<file path="config.mk">
export PLATFORM = sky130hd
export DESIGN_NAME = glyph_bbox_scan
export DESIGN_NICKNAME = d
export VERILOG_FILES = /design/src/rtl/cmp_pkg.sv /design/src/rtl/bbox_penc.sv /design/src/rtl/glyph_bbox_scan.sv
export SDC_FILE = /design/constraint.sdc
export NUM_CORES = 1
export LEC_CHECK = 0
export CORE_MARGIN = 3
export CORE_UTILIZATION = 60
export DETAILED_ROUTE_END_ITERATION = 10
export DONT_BUFFER_PORTS = 1
export GPL_TIMING_DRIVEN = 0
export MAX_ROUTING_LAYER = met4
export PLACE_DENSITY = 0.76
export RECOVER_POWER = 25
export SKIP_LAST_GASP = 1
export SLEW_MARGIN = 20
export SYNTH_ARGS = -nofsm -noshare
export SYNTH_HDL_FRONTEND = slang
export SYNTH_SLANG_ARGS = --single-unit
</file>
<file path="constraint.sdc">
create_clock -name clk -period 4.4 [get_ports clk]
set_clock_uncertainty 0.15 [all_clocks]
set_input_delay 0.88 -clock clk [delete_from_list [all_inputs] [get_ports clk]]
set_output_delay 0.88 -clock clk [all_outputs]
set_load 0.005 [all_outputs]
</file>
<file path="src/rtl/cmp_pkg.sv">
// Shared types for the glyph compare accelerator.
//   - cnt_w():   width needed to hold a count 0..n inclusive
//   - state_e:   bbox scanner FSM states
//   - result_t:  packed bounding-box result record
// The struct field widths follow the default W/H below. A scanner built with
// other W/H values must have these defaults updated to match.
package cmp_pkg;

  function automatic int cnt_w(input int n);
    return $clog2(n + 1);
  endfunction

  localparam int DEF_W  = 64;
  localparam int DEF_H  = 24;
  localparam int DEF_CW = cnt_w(DEF_W);
  localparam int DEF_RW = cnt_w(DEF_H);

  typedef enum logic [1:0] {
    IDLE,
    SCAN,
    ENCODE,
    DONE
  } state_e;

  typedef struct packed {
    logic [DEF_CW-1:0] lshift;
    logic [DEF_CW-1:0] rshift;
    logic [DEF_RW-1:0] ushift;
    logic [DEF_RW-1:0] dshift;
    logic              scale_h;
    logic              scale_v;
    logic              blank;
    logic              err;
  } result_t;

endpackage

</file>
<file path="src/rtl/bbox_penc.sv">
// Leading/trailing zero counter over a W-bit vector.
//   vec : input vector, bit 0 = leftmost column
//   tz  : zeros counted upward from bit 0 (W when vec is all zero)
//   lz  : zeros counted downward from bit W-1 (W when vec is all zero)
module bbox_penc #(
  parameter  int W  = 64,
  localparam int CW = $clog2(W + 1)
) (
  input  logic [W-1:0]  vec,
  output logic [CW-1:0] tz,
  output logic [CW-1:0] lz
);

  // NOTE: every output of a combinational block gets a default before any
  // conditional assignment; otherwise synthesis infers a latch.
  always_comb begin
    tz = CW'(W);
    lz = CW'(W);
    // Scanning from the far end lets the last hit (the nearest set bit) win.
    for (int i = W - 1; i >= 0; i--) begin
      if (vec[i]) tz = CW'(i);
    end
    for (int i = 0; i < W; i++) begin
      if (vec[i]) lz = CW'(W - 1 - i);
    end
  end

endmodule

</file>
<file path="src/rtl/glyph_bbox_scan.sv">
// Glyph bitmap bounding-box analyser.
// Accepts one W x H bitmap as a row stream, measures the empty margin on all
// four sides and reports shifts, 2x scale flags, blank and error flags.
//   clk, rst_n          : clock, synchronous active-low reset
//   start               : one-cycle pulse, aborts any bitmap and begins a new one
//   row_data/valid/last : row stream in; row_ready high while scanning
//   res_*               : result fields, stable while res_valid is high
//   res_valid/res_ready : result handshake
module glyph_bbox_scan
  import cmp_pkg::*;
#(
  parameter  int W         = DEF_W,
  parameter  int H         = DEF_H,
  parameter  int HSCALE_TH = 12,
  parameter  int VSCALE_TH = 12,
  localparam int CW        = cnt_w(W),
  localparam int RW        = cnt_w(H)
) (
  input  logic          clk,
  input  logic          rst_n,
  input  logic          start,
  input  logic [W-1:0]  row_data,
  input  logic          row_valid,
  input  logic          row_last,
  output logic          row_ready,
  output logic [CW-1:0] res_lshift,
  output logic [CW-1:0] res_rshift,
  output logic [RW-1:0] res_ushift,
  output logic [RW-1:0] res_dshift,
  output logic          res_scale_h,
  output logic          res_scale_v,
  output logic          res_blank,
  output logic          res_err,
  output logic          res_valid,
  input  logic          res_ready
);

  localparam logic [RW-1:0] ROW_ONE  = RW'(1);
  localparam logic [RW-1:0] ROW_LAST = RW'(H - 1);

  state_e        state_q, state_d;
  logic [W-1:0]  col_or_q, col_or_d;
  logic [RW-1:0] top_q, top_d;       // empty rows above the first inked row
  logic [RW-1:0] trail_q, trail_d;   // empty rows since the last inked row
  logic [RW-1:0] cnt_q, cnt_d;       // rows accepted so far
  logic          seen_q, seen_d;     // an inked row has been seen
  logic          err_q, err_d;       // row_last and H-th row disagreed
  result_t       res_q, res_d;

  logic [CW-1:0] tz, lz;
  logic          row_acc;
  logic          row_ink;
  logic [RW:0]   dshift_full;
  logic [RW:0]   vsum;
  logic [CW:0]   hsum;

  bbox_penc #(.W(W)) u_penc (
    .vec (col_or_q),
    .tz  (tz),
    .lz  (lz)
  );

  assign row_ready = (state_q == SCAN);
  // start takes priority over a row presented in the same cycle.
  assign row_acc   = row_valid && row_ready && !start;
  assign row_ink   = |row_data;

  // Rows never delivered after an early row_last count as empty bottom rows.
  assign dshift_full = {1'b0, trail_q} + (RW + 1)'(H) - {1'b0, cnt_q};
  assign vsum        = {1'b0, top_q} + dshift_full;
  assign hsum        = {1'b0, tz} + {1'b0, lz};

  always_comb begin
    state_d  = state_q;
    col_or_d = col_or_q;
    top_d    = top_q;
    trail_d  = trail_q;
    cnt_d    = cnt_q;
    seen_d   = seen_q;
    err_d    = err_q;
    res_d    = res_q;

    unique case (state_q)
      IDLE: ;
      SCAN: begin
        if (row_acc) begin
          col_or_d = col_or_q | row_data;
          if (!seen_q) begin
            if (row_ink) seen_d = 1'b1;
            else         top_d  = top_q + ROW_ONE;
          end
          trail_d = row_ink ? '0 : trail_q + ROW_ONE;
          cnt_d   = cnt_q + ROW_ONE;
          if (row_last || cnt_q == ROW_LAST) begin
            err_d   = row_last != (cnt_q == ROW_LAST);
            state_d = ENCODE;
          end
        end
      end
      ENCODE: begin
        res_d = '0;
        res_d.err = err_q;
        if (col_or_q == '0) begin
          res_d.blank = 1'b1;
        end else begin
          res_d.lshift  = tz;
          res_d.rshift  = lz;
          res_d.ushift  = top_q;
          res_d.dshift  = dshift_full[RW-1:0];
          res_d.scale_h = hsum >= (CW + 1)'(HSCALE_TH);
          res_d.scale_v = vsum >= (RW + 1)'(VSCALE_TH);
        end
        state_d = DONE;
      end
      DONE: begin
        if (res_ready) state_d = IDLE;
      end
      default: state_d = IDLE;
    endcase

    if (start) begin
      state_d  = SCAN;
      col_or_d = '0;
      top_d    = '0;
      trail_d  = '0;
      cnt_d    = '0;
      seen_d   = 1'b0;
      err_d    = 1'b0;
      res_d    = '0;
    end
  end

  // NOTE: sequential state uses non-blocking assignments only, and the reset
  // is sampled inside the clocked block, so it acts synchronously.
  always_ff @(posedge clk) begin
    if (!rst_n) begin
      state_q  <= IDLE;
      col_or_q <= '0;
      top_q    <= '0;
      trail_q  <= '0;
      cnt_q    <= '0;
      seen_q   <= 1'b0;
      err_q    <= 1'b0;
      res_q    <= '0;
    end else begin
      state_q  <= state_d;
      col_or_q <= col_or_d;
      top_q    <= top_d;
      trail_q  <= trail_d;
      cnt_q    <= cnt_d;
      seen_q   <= seen_d;
      err_q    <= err_d;
      res_q    <= res_d;
    end
  end

  assign res_valid   = (state_q == DONE);
  assign res_lshift  = res_q.lshift;
  assign res_rshift  = res_q.rshift;
  assign res_ushift  = res_q.ushift;
  assign res_dshift  = res_q.dshift;
  assign res_scale_h = res_q.scale_h;
  assign res_scale_v = res_q.scale_v;
  assign res_blank   = res_q.blank;
  assign res_err     = res_q.err;

endmodule

</file>
# Yosys cells after proc, flatten, opt, wreduce, memory -nomap -nowiden
# Index checks and enable logic that the tools add are counted.
# word_totals
elab_cells	192
ff_bits	111
# op_classes
eq_ne	11
magnitude_cmp	2
reduce_logical	14
addsub	7
bitwise	4
muxes	138
# ops
operator	count
$mux 7	128
$logic_not 64->1	1
$or 64x64->64	1
$reduce_or 64->1	1
$mux 26	1
$add 5x1->5 const B	3
$reduce_and 4->1	3
$ne 3x2->1 const B	3
$add 7x7->8	1
$ge 8x4->1 const B	1
$add 5x5->6 const B	1
$add 5x6->6	1
$ge 6x4->1 const B	1
$mux 2	3
$ne 2x1->1 const B	3
$pmux 2 s3	1
$sub 6x5->6	1
$eq 5x5->1 const B	1
$mux 5	1
$eq 2x2->1 const B	2
$mux 1	4
$reduce_bool 4->1	1
$not 1->1	3
$reduce_and 3->1	1
other kinds (8)	9

# Depth between registers and ports, before layout
# logic_depth
word_depth	67
depth_mapped	16
depth_no_buf	15

# By module
# From an unflattened synthesis, not the netlist that was laid out.
# hier_totals
hier_cells	742
area_unflattened_um2	5889.4
# modules_own_cells
module	cells_each	instances	area_per_inst_um2
glyph_bbox_scan	498	1	4526.8
bbox_penc	244	1	1362.6

# Worst setup path before layout
# Ideal clock, no wire load.
# synth_timing
path_kind	flip-flop to flip-flop
from	register col_or_q[53]
to	register res_q, in the netlist res_scale_h
path_slack_ns	1.298
setup_time_ns	0.117
arrival_time_ns	2.836
stages_incl_launch_ff	13
required_time_ns	4.133
cell_sequence	dfxtp_1 buf_6 or4_1 o32a_1 a31oi_1 ha_1 inv_1 fa_1 o31ai_1 a2bb2oi_1 o32ai_1 nand3_1 a22o_1
# synth_between
elab_chain_len	57
word_cells_on_any_way	69
classes_between	add/sub: 1; order compare: 1; mux: 66; reduce/logical: 1
# synth_rtl
element	line	source
from (decl)	glyph_bbox_scan.sv:42	logic [W-1:0] col_or_q, col_or_d;
from (signal assigned)	glyph_bbox_scan.sv:147	col_or_q <= col_or_d;
$mux 7 (54 in a row)	bbox_penc.sv:21	if (vec[i]) tz = CW'(i);
$add 7x7->8	glyph_bbox_scan.sv:71	assign hsum = {1'b0, tz} + {1'b0, lz};
$ge 8x4->1	glyph_bbox_scan.sv:110	res_d.scale_h = hsum >= (CW + 1)'(HSCALE_TH);
$mux 26 *	glyph_bbox_scan.sv:103	if (col_or_q == '0) begin
to (signal assigned)	glyph_bbox_scan.sv:153	res_q <= res_d;
to (decl)	glyph_bbox_scan.sv:48	result_t res_q, res_d;
# Mark *: on every way between the ends. The rest lies on a longest branch, timed or not.
# A chain may end at the register's enable or synchronous reset.

# Final worst setup path
# layout_timing
from	register col_or_q[60]
to	register res_q, in the netlist res_scale_h
# layout_between
elab_chain_len	64
word_cells_on_any_way	69
classes_between	add/sub: 1; order compare: 1; mux: 66; reduce/logical: 1
# layout_rtl
element	line
$mux 7 (61 in a row)	bbox_penc.sv:21
$add 7x7->8	glyph_bbox_scan.sv:71
$ge 8x4->1	glyph_bbox_scan.sv:110
$mux 26 *	glyph_bbox_scan.sv:103
# Marked as above.

==> results.txt <==
status: complete, no violations
commonest non-fill, non-tap cells in the layout: nor2_1, a21oi_1, dfxtp_1
vias in the first global route: 5338
Clock Power Share: 0.343
CP max stage delay: 0.53 ns
initial core utilization: 0.6280
endpoints failing hold: 0
area delta synth->final: 6.538%
kind of critical path: register to register
WL met3: 1.215 mm
top sig layer: met4
first-pass GRT wire length: 25.88 mm
Reg power frac: 0.509
Comb power frac: 0.148
initial antenna violation count: 0
delay-heaviest family, CP: compound AO/OA/AOI/OAI gates
FFs w/ async S/R, synth: 0
CTS Hold Buffers Added: 0
gr ovfl total: 0
vias per cell: 6.277
DRT iter0 DRCs: 320
Placer Congestion: 0.9228
Syn. warnings: 0
Worst Path Required: 4.53 ns
commonest non-fill, non-tap cell in the layout: nor2_1
top cells by area, synth: dfxtp_1, a21oi_1, nor2_1
core region area: 9415 um2
total track usage: 0.2921
Post-Syn Nets: 849
NetSw: 0.0005522 W
RSZ-0062 raised after global routing: no
max-slew violation count: 0
Arr. time, crit path: 3.90 ns
First-pass DRT Iterations: 5
P_int: 0.001459 W
setup TNS: 0 ns
share of the synthesized area in the top cell type: 0.3758
clk_lat worst skew: 0.37 ns
Post CTS Setup Buffer Count: 0
Post-synth EDFFs: 0
Seq/Total Area, Yosys: 0.3758
max-cap violations: 0
#FFs+latches synth: 111
Port Buffers: 0
post-synth top area cell: dfxtp_1
Syn Area/Cell: 7.874 um2
synthesized cell area: 5913 um2
number of buffers created by CTS: 9
Unique masters post-synth: 62
Final period util: 0.8577
DIE HEIGHT: 105.3 um
Layout fillers: 851
Site Rows: 35
Max Root-Sink Buffers: 2
Die W: 105.3 um
top achievable clock speed: 265.0 MHz
clock tree sinks: 111
Leakage: 2.378 nW
maximum vdd drop: 0.0002346 V
Mapped Cells: 751
pre-CTS setup slack: 0.6840 ns
CTS resizes: 0
min-delay worst type: register to register
Pwr Density: 319.3 nW/um2
met2 routed WL: 7.389 mm
CTS tree: done
Final nets: 860
footprint of the multi-input gates: 3390 um2
DRC errors left: 0
top_reg_cell synth: dfxtp_1
Slew @ Worst Pin: 0.9463 ns
CP Buf/Inv Count: 2
Ports: 100
critical path startpoint category: register
Post-DP HPWL: 12.35 mm
CP Capture Type: register
Critical-path top delay cell: a2111oi_0
min Tclk post-route: 3.774 ns
die area: 11080 um2
Antenna Cells: 0
Max-Slew Margin vs Limit: 0.3668
Root Buffer: clkbuf_8
largest net degree at the start of global routing: 20
# setup viols final: 0
Final ANT Viol Nets: 0
worst path cell trace: clkbuf_1, a21oi_1, a2111oi_0, o2111ai_1, a311oi_1, o22ai_1, ha_1, inv_1, fa_1, nand3b_1, o31ai_1, a2bb2oi_1, o32ai_1, nand3_1, a22o_1
layout cells sized above 1: 0.05215
H-tree level count: 3
crit-path max FO: 9
Net Sw Frac: 0.2745
WL final: 15.80 mm
Clock Pin Slew Worst Setup and Hold Paths: 0.11 ns
M1 wire length: 6.730 mm
setup slack after layout: 0.6261 ns
routed via count: 5624
register area: 2222 um2
Avg WL per Cell: 17.64 um
synth_stat cells, drive strengths merged (5+ instances only):
library cell	count
a21o	6
a21oi	127
a22o	8
a31oi	8
buf	6
clkbuf	26
dfxtp	111
ha	25
inv	43
nand2	37
nand2b	8
nand3	15
nand4	18
nor2	134
nor2b	7
nor3	14
nor4	36
o21ai	18
o31ai	15
or2	5
or4	7
xnor2	11
xor2	8
worst paths after layout:
check                start       endpoint  slack (ns)  cells past startpoint
max           col_or_q[60]    res_scale_h        0.63                     15
min          res_ushift[1]  res_ushift[1]        0.33                      2
max reg2reg   col_or_q[60]    res_scale_h        0.63                     15
min reg2reg  res_ushift[1]  res_ushift[1]        0.33                      2
power by group through the flow:
stage	clock network, W	registers (W)	logic, W
floorplan	0	0.00104	0.000227
global placement	0	0.00105	0.000282
detailed placement	0	0.00105	0.000293
CTS	0.000699	0.00102	0.000294
global route	0.000735	0.00103	0.000330
finish	0.000690	0.00102	0.000297
cell families (layout without fill, tap and decap cells):
logic type,Yosys count,after routing,synth area share
AND/OR/NAND/NOR,297,297,0.2550
AO/OA/AOI/OAI,216,216,0.2184
flip-flops,111,111,0.3758
buffers and inverters,75,91,0.05099
adder cells (fa/ha/maj),28,28,0.06306
XOR/XNOR,19,19,0.02814
multiplexers,5,5,0.008676
through the flow:
step | total power [W] | area (um2) | util | instances | hold slack [ns]
global route | 0.002092 | 6300 | 0.6691 | 896 | 0.3465
global placement | 0.001329 | 6075 | 0.6452 | 880 | 0.3064
detailed placement | 0.001340 | 6075 | 0.6452 | 880 | 0.3158
finish | 0.002012 | 6300 | 0.6691 | 896 | 0.3267
floorplan | 0.001270 | 5913 | - | 751 | 0.2812
CTS | 0.002017 | 6301 | 0.6692 | 896 | 0.3290
state kept, by name (all words and copies together), names as in the netlist:
signal and count:
res_dshift 5, col_or_q 64, err_q 1, res_scale_h 1, cnt_q 5, res_ushift 5
seen_q 1, state_q 2, res_lshift 7, res_blank 1, top_q 5, res_err 1
res_rshift 7, trail_q 5, res_scale_v 1
area by class of cell:
cell class,instances,share of cell area
well taps,129,0.02562
multi-input cells,565,0.5380
inverters,43,0.02562
clock buffers,9,0.01966
clock inverters,7,0.01629
plain buffers,32,0.02205
flip-flops and latches,111,0.3527
layer usage:
layer,global-route usage,up-vias
met2,0.4686,210
met3,0.06675,30
met5,-,-
li1,-,2721
met1,0.3641,2663
met4,0.09934,0
worst reg2reg max path, delay by kind of cell (launching register included):
family,cells,cell delay [ns]
AO/OA/AOI/OAI,9,2.08
AND/OR/NAND/NOR,2,0.21
adder cells (fa/ha/maj),2,0.48
buffers and inverters,2,0.41
flip-flops,1,0.34
Note: power is estimated with default switching activity, not from simulation.
